**config.mk**
```make
export PLATFORM = sky130hd
export DESIGN_NAME = boron_stream_ctrl
export DESIGN_NICKNAME = d
export VERILOG_FILES = /design/src/rtl/boron_stream_ctrl.sv
export SDC_FILE = /design/constraint.sdc
export NUM_CORES = 1
export LEC_CHECK = 0
export CAP_MARGIN = 20
export CORE_MARGIN = 4
export CORE_UTILIZATION = 54
export DETAILED_ROUTE_END_ITERATION = 8
export GPL_ROUTABILITY_DRIVEN = 0
export PLACE_DENSITY = 0.92
export SETUP_SLACK_MARGIN = 0.4
export SYNTH_ARGS = -nofsm -noshare
export SYNTH_HDL_FRONTEND = slang
export SYNTH_SLANG_ARGS = --single-unit
export TNS_END_PERCENT = 50
```
**constraint.sdc**
```tcl
create_clock -name clk -period 5.7 [get_ports clk]
set_input_delay 0.855 -clock clk [delete_from_list [all_inputs] [get_ports clk]]
set_output_delay 0.855 -clock clk [all_outputs]
set_load 0.02 [all_outputs]
```
**src/rtl/boron_stream_ctrl.sv**
```systemverilog
// -----------------------------------------------------------------------------
// boron_stream_ctrl
//
// Upstream feeder for the BORON block cipher core (64-bit block, 80-bit key).
// Plaintext blocks are queued in a small FIFO. Each block is handed to the
// core with a single start pulse. The controller then waits for the core to
// signal completion and presents the result on a valid/ready output port.
// Only one block is in flight at a time. A per-block timeout abandons a block
// whose core never completes, and sets a sticky error flag. A 16-bit counter
// counts results accepted downstream.
//
// Ports
//   clk             in   1   clock, all state on rising edge
//   reset           in   1   asynchronous, active-low reset
//   in_valid        in   1   upstream block valid
//   in_ready        out  1   FIFO can accept (not full)
//   in_data         in   64  plaintext block
//   key_load        in   1   load key_in into the key register (IDLE only)
//   key_in          in   80  new key value
//   core_start      out  1   one-cycle start pulse to the core
//   core_state_in   out  64  block under processing, held from ISSUE to WAIT
//   core_key        out  80  key register driven to the core
//   core_done       in   1   core completion level, taken only in WAIT
//   core_state_out  in   64  core result, sampled when core_done is taken
//   out_valid       out  1   result available
//   out_ready       in   1   downstream accepts result
//   out_data        out  64  result block
//   timeout_err     out  1   sticky timeout flag, cleared only by reset
//   blk_count       out  16  results accepted downstream (wraps)
// -----------------------------------------------------------------------------
module boron_stream_ctrl #(
    parameter int FIFO_DEPTH = 4,
    parameter int TIMEOUT    = 255
) (
    input  logic        clk,
    input  logic        reset,
    input  logic        in_valid,
    output logic        in_ready,
    input  logic [63:0] in_data,
    input  logic        key_load,
    input  logic [79:0] key_in,
    output logic        core_start,
    output logic [63:0] core_state_in,
    output logic [79:0] core_key,
    input  logic        core_done,
    input  logic [63:0] core_state_out,
    output logic        out_valid,
    input  logic        out_ready,
    output logic [63:0] out_data,
    output logic        timeout_err,
    output logic [15:0] blk_count
);

    localparam int PTR_W = $clog2(FIFO_DEPTH);
    localparam int CNT_W = $clog2(FIFO_DEPTH + 1);

    typedef enum logic [1:0] {
        S_IDLE  = 2'd0,
        S_ISSUE = 2'd1,
        S_WAIT  = 2'd2,
        S_HOLD  = 2'd3
    } state_t;

    state_t             r_state;
    state_t             w_next_state;

    logic [63:0]        r_mem [FIFO_DEPTH];
    logic [PTR_W-1:0]   r_wr_ptr;
    logic [PTR_W-1:0]   r_rd_ptr;
    logic [CNT_W-1:0]   r_count;

    logic [15:0]        r_timer;
    logic [79:0]        r_core_key;
    logic [63:0]        r_core_state_in;
    logic [63:0]        r_out_data;
    logic               r_timeout_err;
    logic [15:0]        r_blk_count;

    logic               w_full;
    logic               w_empty;
    logic               w_push;
    logic               w_pop;
    logic               w_timer_exp;
    logic               w_accept;

    assign w_full      = (r_count == CNT_W'(FIFO_DEPTH));
    assign w_empty     = (r_count == '0);
    assign w_push      = in_valid && !w_full;
    // A key load in IDLE wins over issuing, so the pop waits one cycle.
    assign w_pop       = (r_state == S_IDLE) && !key_load && !w_empty;
    assign w_timer_exp = (r_timer == 16'(TIMEOUT - 1));
    assign w_accept    = (r_state == S_HOLD) && out_ready;

    // ---------------- FSM: state register ----------------
    always_ff @(posedge clk or negedge reset) begin
        if (!reset) begin
            r_state <= S_IDLE;
        end else begin
            r_state <= w_next_state;
        end
    end

    // ---------------- FSM: next-state logic ----------------
    always_comb begin
        w_next_state = r_state;
        case (r_state)
            S_IDLE:  if (w_pop) w_next_state = S_ISSUE;
            S_ISSUE: w_next_state = S_WAIT;
            S_WAIT: begin
                if (core_done)        w_next_state = S_HOLD;
                else if (w_timer_exp) w_next_state = S_IDLE;
            end
            S_HOLD:  if (out_ready) w_next_state = S_IDLE;
            default: w_next_state = S_IDLE;
        endcase
    end

    // ---------------- FSM: outputs ----------------
    // Decoded straight from the state register so that an asynchronous
    // reset drops core_start and out_valid immediately.
    always_comb begin
        core_start = 1'b0;
        out_valid  = 1'b0;
        in_ready   = !w_full;
        case (r_state)
            S_ISSUE: core_start = 1'b1;
            S_HOLD:  out_valid  = 1'b1;
            default: ;
        endcase
    end

    // ---------------- FIFO storage (no reset needed on data) ----------------
    always_ff @(posedge clk) begin
        if (w_push) begin
            r_mem[r_wr_ptr] <= in_data;
        end
    end

    // ---------------- FIFO pointers and occupancy ----------------
    always_ff @(posedge clk or negedge reset) begin
        if (!reset) begin
            r_wr_ptr <= '0;
            r_rd_ptr <= '0;
            r_count  <= '0;
        end else begin
            if (w_push) r_wr_ptr <= r_wr_ptr + 1'b1;
            if (w_pop)  r_rd_ptr <= r_rd_ptr + 1'b1;
            case ({w_push, w_pop})
                2'b10:   r_count <= r_count + 1'b1;
                2'b01:   r_count <= r_count - 1'b1;
                default: ;
            endcase
        end
    end

    // ---------------- Datapath registers ----------------
    always_ff @(posedge clk or negedge reset) begin
        if (!reset) begin
            r_core_key      <= '0;
            r_core_state_in <= '0;
            r_out_data      <= '0;
            r_timer         <= '0;
            r_timeout_err   <= 1'b0;
            r_blk_count     <= '0;
        end else begin
            case (r_state)
                S_IDLE: begin
                    if (key_load) begin
                        r_core_key <= key_in;
                    end else if (!w_empty) begin
                        r_core_state_in <= r_mem[r_rd_ptr];
                    end
                end
                S_ISSUE: r_timer <= '0;
                S_WAIT: begin
                    if (core_done) begin
                        r_out_data <= core_state_out;
                    end else if (w_timer_exp) begin
                        r_timeout_err <= 1'b1;
                    end else begin
                        r_timer <= r_timer + 16'd1;
                    end
                end
                default: ;
            endcase
            if (w_accept) begin
                r_blk_count <= r_blk_count + 16'd1;
            end
        end
    end

    assign core_key      = r_core_key;
    assign core_state_in = r_core_state_in;
    assign out_data      = r_out_data;
    assign timeout_err   = r_timeout_err;
    assign blk_count     = r_blk_count;

endmodule
```
==> report_table.html <==
<table>
<tr><th>Metric</th><th>Value</th></tr>
<tr><th colspan="2">STA</th></tr>
<tr><td>Final count of pins violating max slew</td><td>0</td></tr>
<tr><td>Min Tclk post-route</td><td>approximately 3.3 ns</td></tr>
<tr><td>Worst Tran Pin Value</td><td>~1.1 ns</td></tr>
<tr><td>Ratio of final minimum period to clock period</td><td>approximately 57%</td></tr>
<tr><td>Number of setup violations in the final report</td><td>0</td></tr>
<tr><td>Hold Vio Cnt, Final</td><td>0</td></tr>
<tr><td>Final clock skew</td><td>about 0.015 ns</td></tr>
<tr><td>RSZ-0062 raised after global routing</td><td>false</td></tr>
<tr><td>Post-Route Setup TNS</td><td>0 ns</td></tr>
<tr><td>Peak clock frequency supported by timing</td><td>about 0.31 GHz</td></tr>
<tr><td>Worst rel slew slack</td><td>roughly a quarter</td></tr>
<tr><th colspan="2">Detailed routing</th></tr>
<tr><td>Total wire length</td><td>49.3 mm</td></tr>
<tr><td>Mean number of vias per cell</td><td>roughly 5.6</td></tr>
<tr><td>Via count</td><td>between 10000 and 15000</td></tr>
<tr><td>First-pass iteration count of the detailed router</td><td>5</td></tr>
<tr><td>Detail Route Antenna Nets</td><td>0</td></tr>
<tr><td>Average detailed-routed wire length per instance</td><td>approximately 26 µm</td></tr>
<tr><td>Drc violations</td><td>0</td></tr>
<tr><td>Number of violations reported at the end of detailed-routing iteration 0</td><td>roughly 650</td></tr>
<tr><th colspan="2">Synth</th></tr>
<tr><td>Number of synthesized flops with an enable pin</td><td>256</td></tr>
<tr><td>Post-synthesis xor/xnor area fraction</td><td>less than 1%</td></tr>
<tr><td>Cell count after synthesis</td><td>approximately 970</td></tr>
<tr><td>Area share of fa/ha/maj cells after synthesis</td><td>less than 1%</td></tr>
<tr><td>Dominant cells by area after synthesis</td><td>sky130_fd_sc_hd__edfxtp_1, sky130_fd_sc_hd__dfrtp_1, sky130_fd_sc_hd__mux2_2</td></tr>
<tr><td>Compound-cell area share of the yosys netlist</td><td>less than 1%</td></tr>
<tr><td>Number of nets produced by synthesis</td><td>1196</td></tr>
<tr><td>Count of different cell masters after synthesis</td><td>47</td></tr>
<tr><td>Area share of the largest cell type after synthesis</td><td>a little over 40%</td></tr>
<tr><td>Largest family of logic cells by synthesized area</td><td>multiplexers</td></tr>
<tr><td>Commonest register cell after synthesis</td><td>sky130_fd_sc_hd__edfxtp_1</td></tr>
<tr><td>Largest area contributor in the synthesized netlist</td><td>sky130_fd_sc_hd__edfxtp_1</td></tr>
<tr><td>Share of synthesized flip-flops with an asynchronous set or reset</td><td>between 40% and 50%</td></tr>
<tr><td>Basic-gate share of the synthesized area counting and, or, nand and nor cells</td><td>around 2.4%</td></tr>
<tr><td>Netlist Area Pre-Place</td><td>around 19000 µm²</td></tr>
<tr><td>Sequential-to-total area share from yosys stat</td><td>between 70% and 80%</td></tr>
<tr><td>Post-synthesis mux area share</td><td>between 20% and 30%</td></tr>
<tr><td>Count of synthesis-stage warnings from yosys</td><td>0</td></tr>
<tr><td>Average footprint of a synthesized cell</td><td>approximately 19 µm²</td></tr>
<tr><td>Flops &amp; latches, synth</td><td>between 500 and 600</td></tr>
<tr><th colspan="2">Global routing</th></tr>
<tr><td>Global-route wire length before repair</td><td>around 74 mm</td></tr>
<tr><td>Vias in the first global route</td><td>around 12000</td></tr>
<tr><td>GRT Util Overall</td><td>25.8%</td></tr>
<tr><td>Fraction of met1 tracks used by global routing</td><td>a little under a third</td></tr>
<tr><td>Global-route layer with the greatest usage</td><td>met2</td></tr>
<tr><td>Antenna violations before repair</td><td>8</td></tr>
<tr><td>GR Overflow Total</td><td>0</td></tr>
<tr><td>Global-route track usage on met2</td><td>43.9%</td></tr>
<tr><td>Pin count of the biggest net entering global routing</td><td>100</td></tr>
<tr><td>GR Layer Usage met3</td><td>under 10%</td></tr>
<tr><th colspan="2">Setup path</th></tr>
<tr><td>Worst R2R End</td><td>core_state_in[17]</td></tr>
<tr><td>Register-to-Register Setup Slack</td><td>between 3 and 4 ns</td></tr>
<tr><td>Startpoint of the worst register-to-register path</td><td>r_rd_ptr[0]</td></tr>
<tr><td>Worst Setup Path Type</td><td>flop to output pin</td></tr>
<tr><td>Slowest CP cell</td><td>sky130_fd_sc_hd__dfrtp_1</td></tr>
<tr><td>Type of element capturing the critical path</td><td>output pin</td></tr>
<tr><td>Kind of start point of the critical path</td><td>flop</td></tr>
<tr><td>Sequence of cells on the critical path</td><td>nand2b_1 -&gt; inv_1 -&gt; clkdlybuf4s50_1</td></tr>
<tr><td>CP Buf/Inv Count</td><td>2</td></tr>
<tr><td>Critical path's top delay family</td><td>buffers and inverters</td></tr>
<tr><td>Depth of the worst register-to-register path</td><td>3</td></tr>
<tr><td>Critical path arrival</td><td>~2.4 ns</td></tr>
<tr><td>Critical path peak fanout</td><td>15</td></tr>
<tr><td>Worst Path Required</td><td>4.85 ns</td></tr>
<tr><td>Max stage delay on crit path</td><td>0.63 ns</td></tr>
<tr><th colspan="2">Pwr</th></tr>
<tr><td>Cell-internal power</td><td>about 9.7 mW</td></tr>
<tr><td>Part of the power in registers</td><td>between 40% and 50%</td></tr>
<tr><td>Combinational power share</td><td>roughly 36%</td></tr>
<tr><td>Cell Pwr Density</td><td>between 500 and 600 nW/µm²</td></tr>
<tr><td>Switching power summed over all nets</td><td>about 4.7 mW</td></tr>
<tr><td>Static leakage</td><td>9.58 nW</td></tr>
<tr><td>Relative contribution of the clock network to total power</td><td>22.3%</td></tr>
<tr><td>Fraction of power spent switching nets</td><td>32.6%</td></tr>
<tr><td>Max VDD drop</td><td>around 0.00046 V</td></tr>
<tr><th colspan="2">Clocking</th></tr>
<tr><td>Clock buffer count from CTS</td><td>49</td></tr>
<tr><td>CTS tree</td><td>done</td></tr>
<tr><td>Number of buffers added for setup after CTS</td><td>0</td></tr>
<tr><td>Clock transition at the register clock pins on the worst setup and hold paths after CTS</td><td>around 0.060 ns</td></tr>
<tr><td>Number of H-tree levels</td><td>2</td></tr>
<tr><td>Resize count post-CTS</td><td>0</td></tr>
<tr><td>Clock net sink count</td><td>506</td></tr>
<tr><td>Insertion delay of the later-clocked pin in the worst-skew pair</td><td>~0.58 ns</td></tr>
<tr><td>Hold-fix buffer count after cts</td><td>0</td></tr>
<tr><td>Master cell of the clock root buffer</td><td>sky130_fd_sc_hd__clkbuf_16</td></tr>
<tr><td>Bufs on Longest Clock Path</td><td>3</td></tr>
<tr><th colspan="2">Finish</th></tr>
<tr><td>Most frequent standard cell in the layout excluding fill and tap cells</td><td>sky130_fd_sc_hd__clkdlybuf4s50_1</td></tr>
<tr><td>Post-layout util</td><td>between 70% and 80%</td></tr>
<tr><td>Final nets</td><td>approximately 1700</td></tr>
<tr><td>Leading cell types in the layout, fill and taps excluded</td><td>sky130_fd_sc_hd__clkdlybuf4s50_1, sky130_fd_sc_hd__edfxtp_1, sky130_fd_sc_hd__dfrtp_1</td></tr>
<tr><td>Proportion of layout cells with a drive suffix above 1</td><td>approximately a quarter</td></tr>
<tr><td>Final instance area</td><td>25500 µm²</td></tr>
<tr><td>Synthesis-to-layout area growth</td><td>34.5%</td></tr>
<tr><td>Count of placed standard cells in the final layout, fillers left out</td><td>between 1500 and 2000</td></tr>
<tr><th colspan="2">Placement</th></tr>
<tr><td>Port Buf Inserts</td><td>between 400 and 500</td></tr>
<tr><td>Placed Instance Area</td><td>approximately 24000 µm²</td></tr>
<tr><td>Post-Place Cells</td><td>between 1500 and 2000</td></tr>
<tr><td>DP Wirelength</td><td>32.5 mm</td></tr>
<tr><th colspan="2">Floorplan</th></tr>
<tr><td>Core footprint</td><td>about 35000 µm²</td></tr>
<tr><td>Die ar.</td><td>around 38000 µm²</td></tr>
<tr><td>Die span in y</td><td>~200 µm</td></tr>
<tr><td>Total I/O pin count</td><td>roughly 440</td></tr>
<tr><td>Cell Rows</td><td>68</td></tr>
<tr><td>Initial Util</td><td>54.7%</td></tr>
<tr><td>Chip width</td><td>around 200 µm</td></tr>
<tr><th colspan="2">Status</th></tr>
<tr><td>Result of the run</td><td>completed</td></tr>
<tr><th colspan="2">Job</th></tr>
<tr><td># Max-Cap Violations</td><td>0</td></tr>
<tr><th colspan="2">Worst hold path</th></tr>
<tr><td>Kind of path behind the tightest hold check</td><td>primary input to async pin</td></tr>
</table>
==> layer usage <==
layer / vias to the layer above / wire (µm)
met4: 8 / 2100
met3: 100 / 4220
li1: 4656 / -
met5: - / 43
met2: 435 / 25800
met1: 5533 / 17200
==> logic make-up (layout without fill, tap and decap cells) <==
kind of cell / Yosys count / count (layout)
mux: 284 / 284
flops: 506 / 506
fa+ha+maj: 9 / 9
compound gates: 20 / 20
xor+xnor: 21 / 21
other cells: 0 / 4
simple gates: 82 / 82
buf+inv: 51 / 548
==> cells in the mapped netlist, types with 4 or more instances <==
cell type                  instances
sky130_fd_sc_hd__a21oi_1           4
sky130_fd_sc_hd__and3_1            7
sky130_fd_sc_hd__buf_2            12
sky130_fd_sc_hd__clkbuf_1         26
sky130_fd_sc_hd__dfrtp_1         250
sky130_fd_sc_hd__edfxtp_1        256
sky130_fd_sc_hd__ha_1              8
sky130_fd_sc_hd__inv_1            10
sky130_fd_sc_hd__mux2_2          210
sky130_fd_sc_hd__mux2i_1          10
sky130_fd_sc_hd__mux4_2           64
sky130_fd_sc_hd__nand2_1          22
sky130_fd_sc_hd__nand3_1          17
sky130_fd_sc_hd__nand4_1           6
sky130_fd_sc_hd__nor2_1            5
sky130_fd_sc_hd__xnor2_1          15
sky130_fd_sc_hd__xor2_1            6
==> cell type report <==
type | instances | area [µm²]
sequential | 506 | 14000
fill | 1943 | 9130
multi-input combinational | 416 | 4840
timing repair buffer | 446 | 4470
clock buffer | 72 | 1410
tap | 455 | 569
clock inverter | 20 | 208
inverter | 10 | 37.5
antenna | 4 | 10.0
==> power groups by stage <==
stage	logic (mW)	clock network, mW	registers, mW
after global routing	5.52	3.44	6.08
after CTS	5.34	3.28	5.95
after global placement	5.13	0	5.88
final	5.26	3.22	5.95
after detailed placement	5.28	0	5.97
after floorplan	2.03	0	6.60
==> per-stage QoR <==
step | power [mW] | worst slack [ns] | hold slack (ns)
2_1_floorplan | 8.62 | 2.87 | 0.436
3_3_place_gp | 11.0 | 2.71 | 0.452
3_5_place_dp | 11.3 | 2.68 | 0.461
4_1_cts | 14.6 | 2.35 | 0.326
5_1_grt | 15.0 | 2.28 | 0.369
6_report | 14.4 | 2.43 | 0.329
==> registers in the layout (all words and copies together) (netlist names) <==
name	count
r_mem	256
r_count	3
r_rd_ptr	2
r_state	2
r_wr_ptr	2
r_timer	16
core_state_in	64
timeout_err	1
out_data	64
core_key	80
blk_count	16
==> worst max path at each step <==
stage,start,to,slack [ns],cells past startpoint
2_1_floorplan,in_valid,r_mem[0][0],2.87,1
3_3_place_gp,key_load,core_state_in[29],2.71,4
3_5_place_dp,key_load,core_state_in[22],2.68,4
4_1_cts,r_state[1],core_start,2.35,3
5_1_grt,r_state[1],core_start,2.28,3
6_report,r_state[1],core_start,2.43,3
==> worst register-to-register path: stages, from the launching register on <==
cell and delay (ns):
sky130_fd_sc_hd__dfrtp_4 0.88, sky130_fd_sc_hd__buf_4 0.69, sky130_fd_sc_hd__mux4_2 0.66, sky130_fd_sc_hd__mux2_2 0.29
Power figures use the tool's default switching activity.
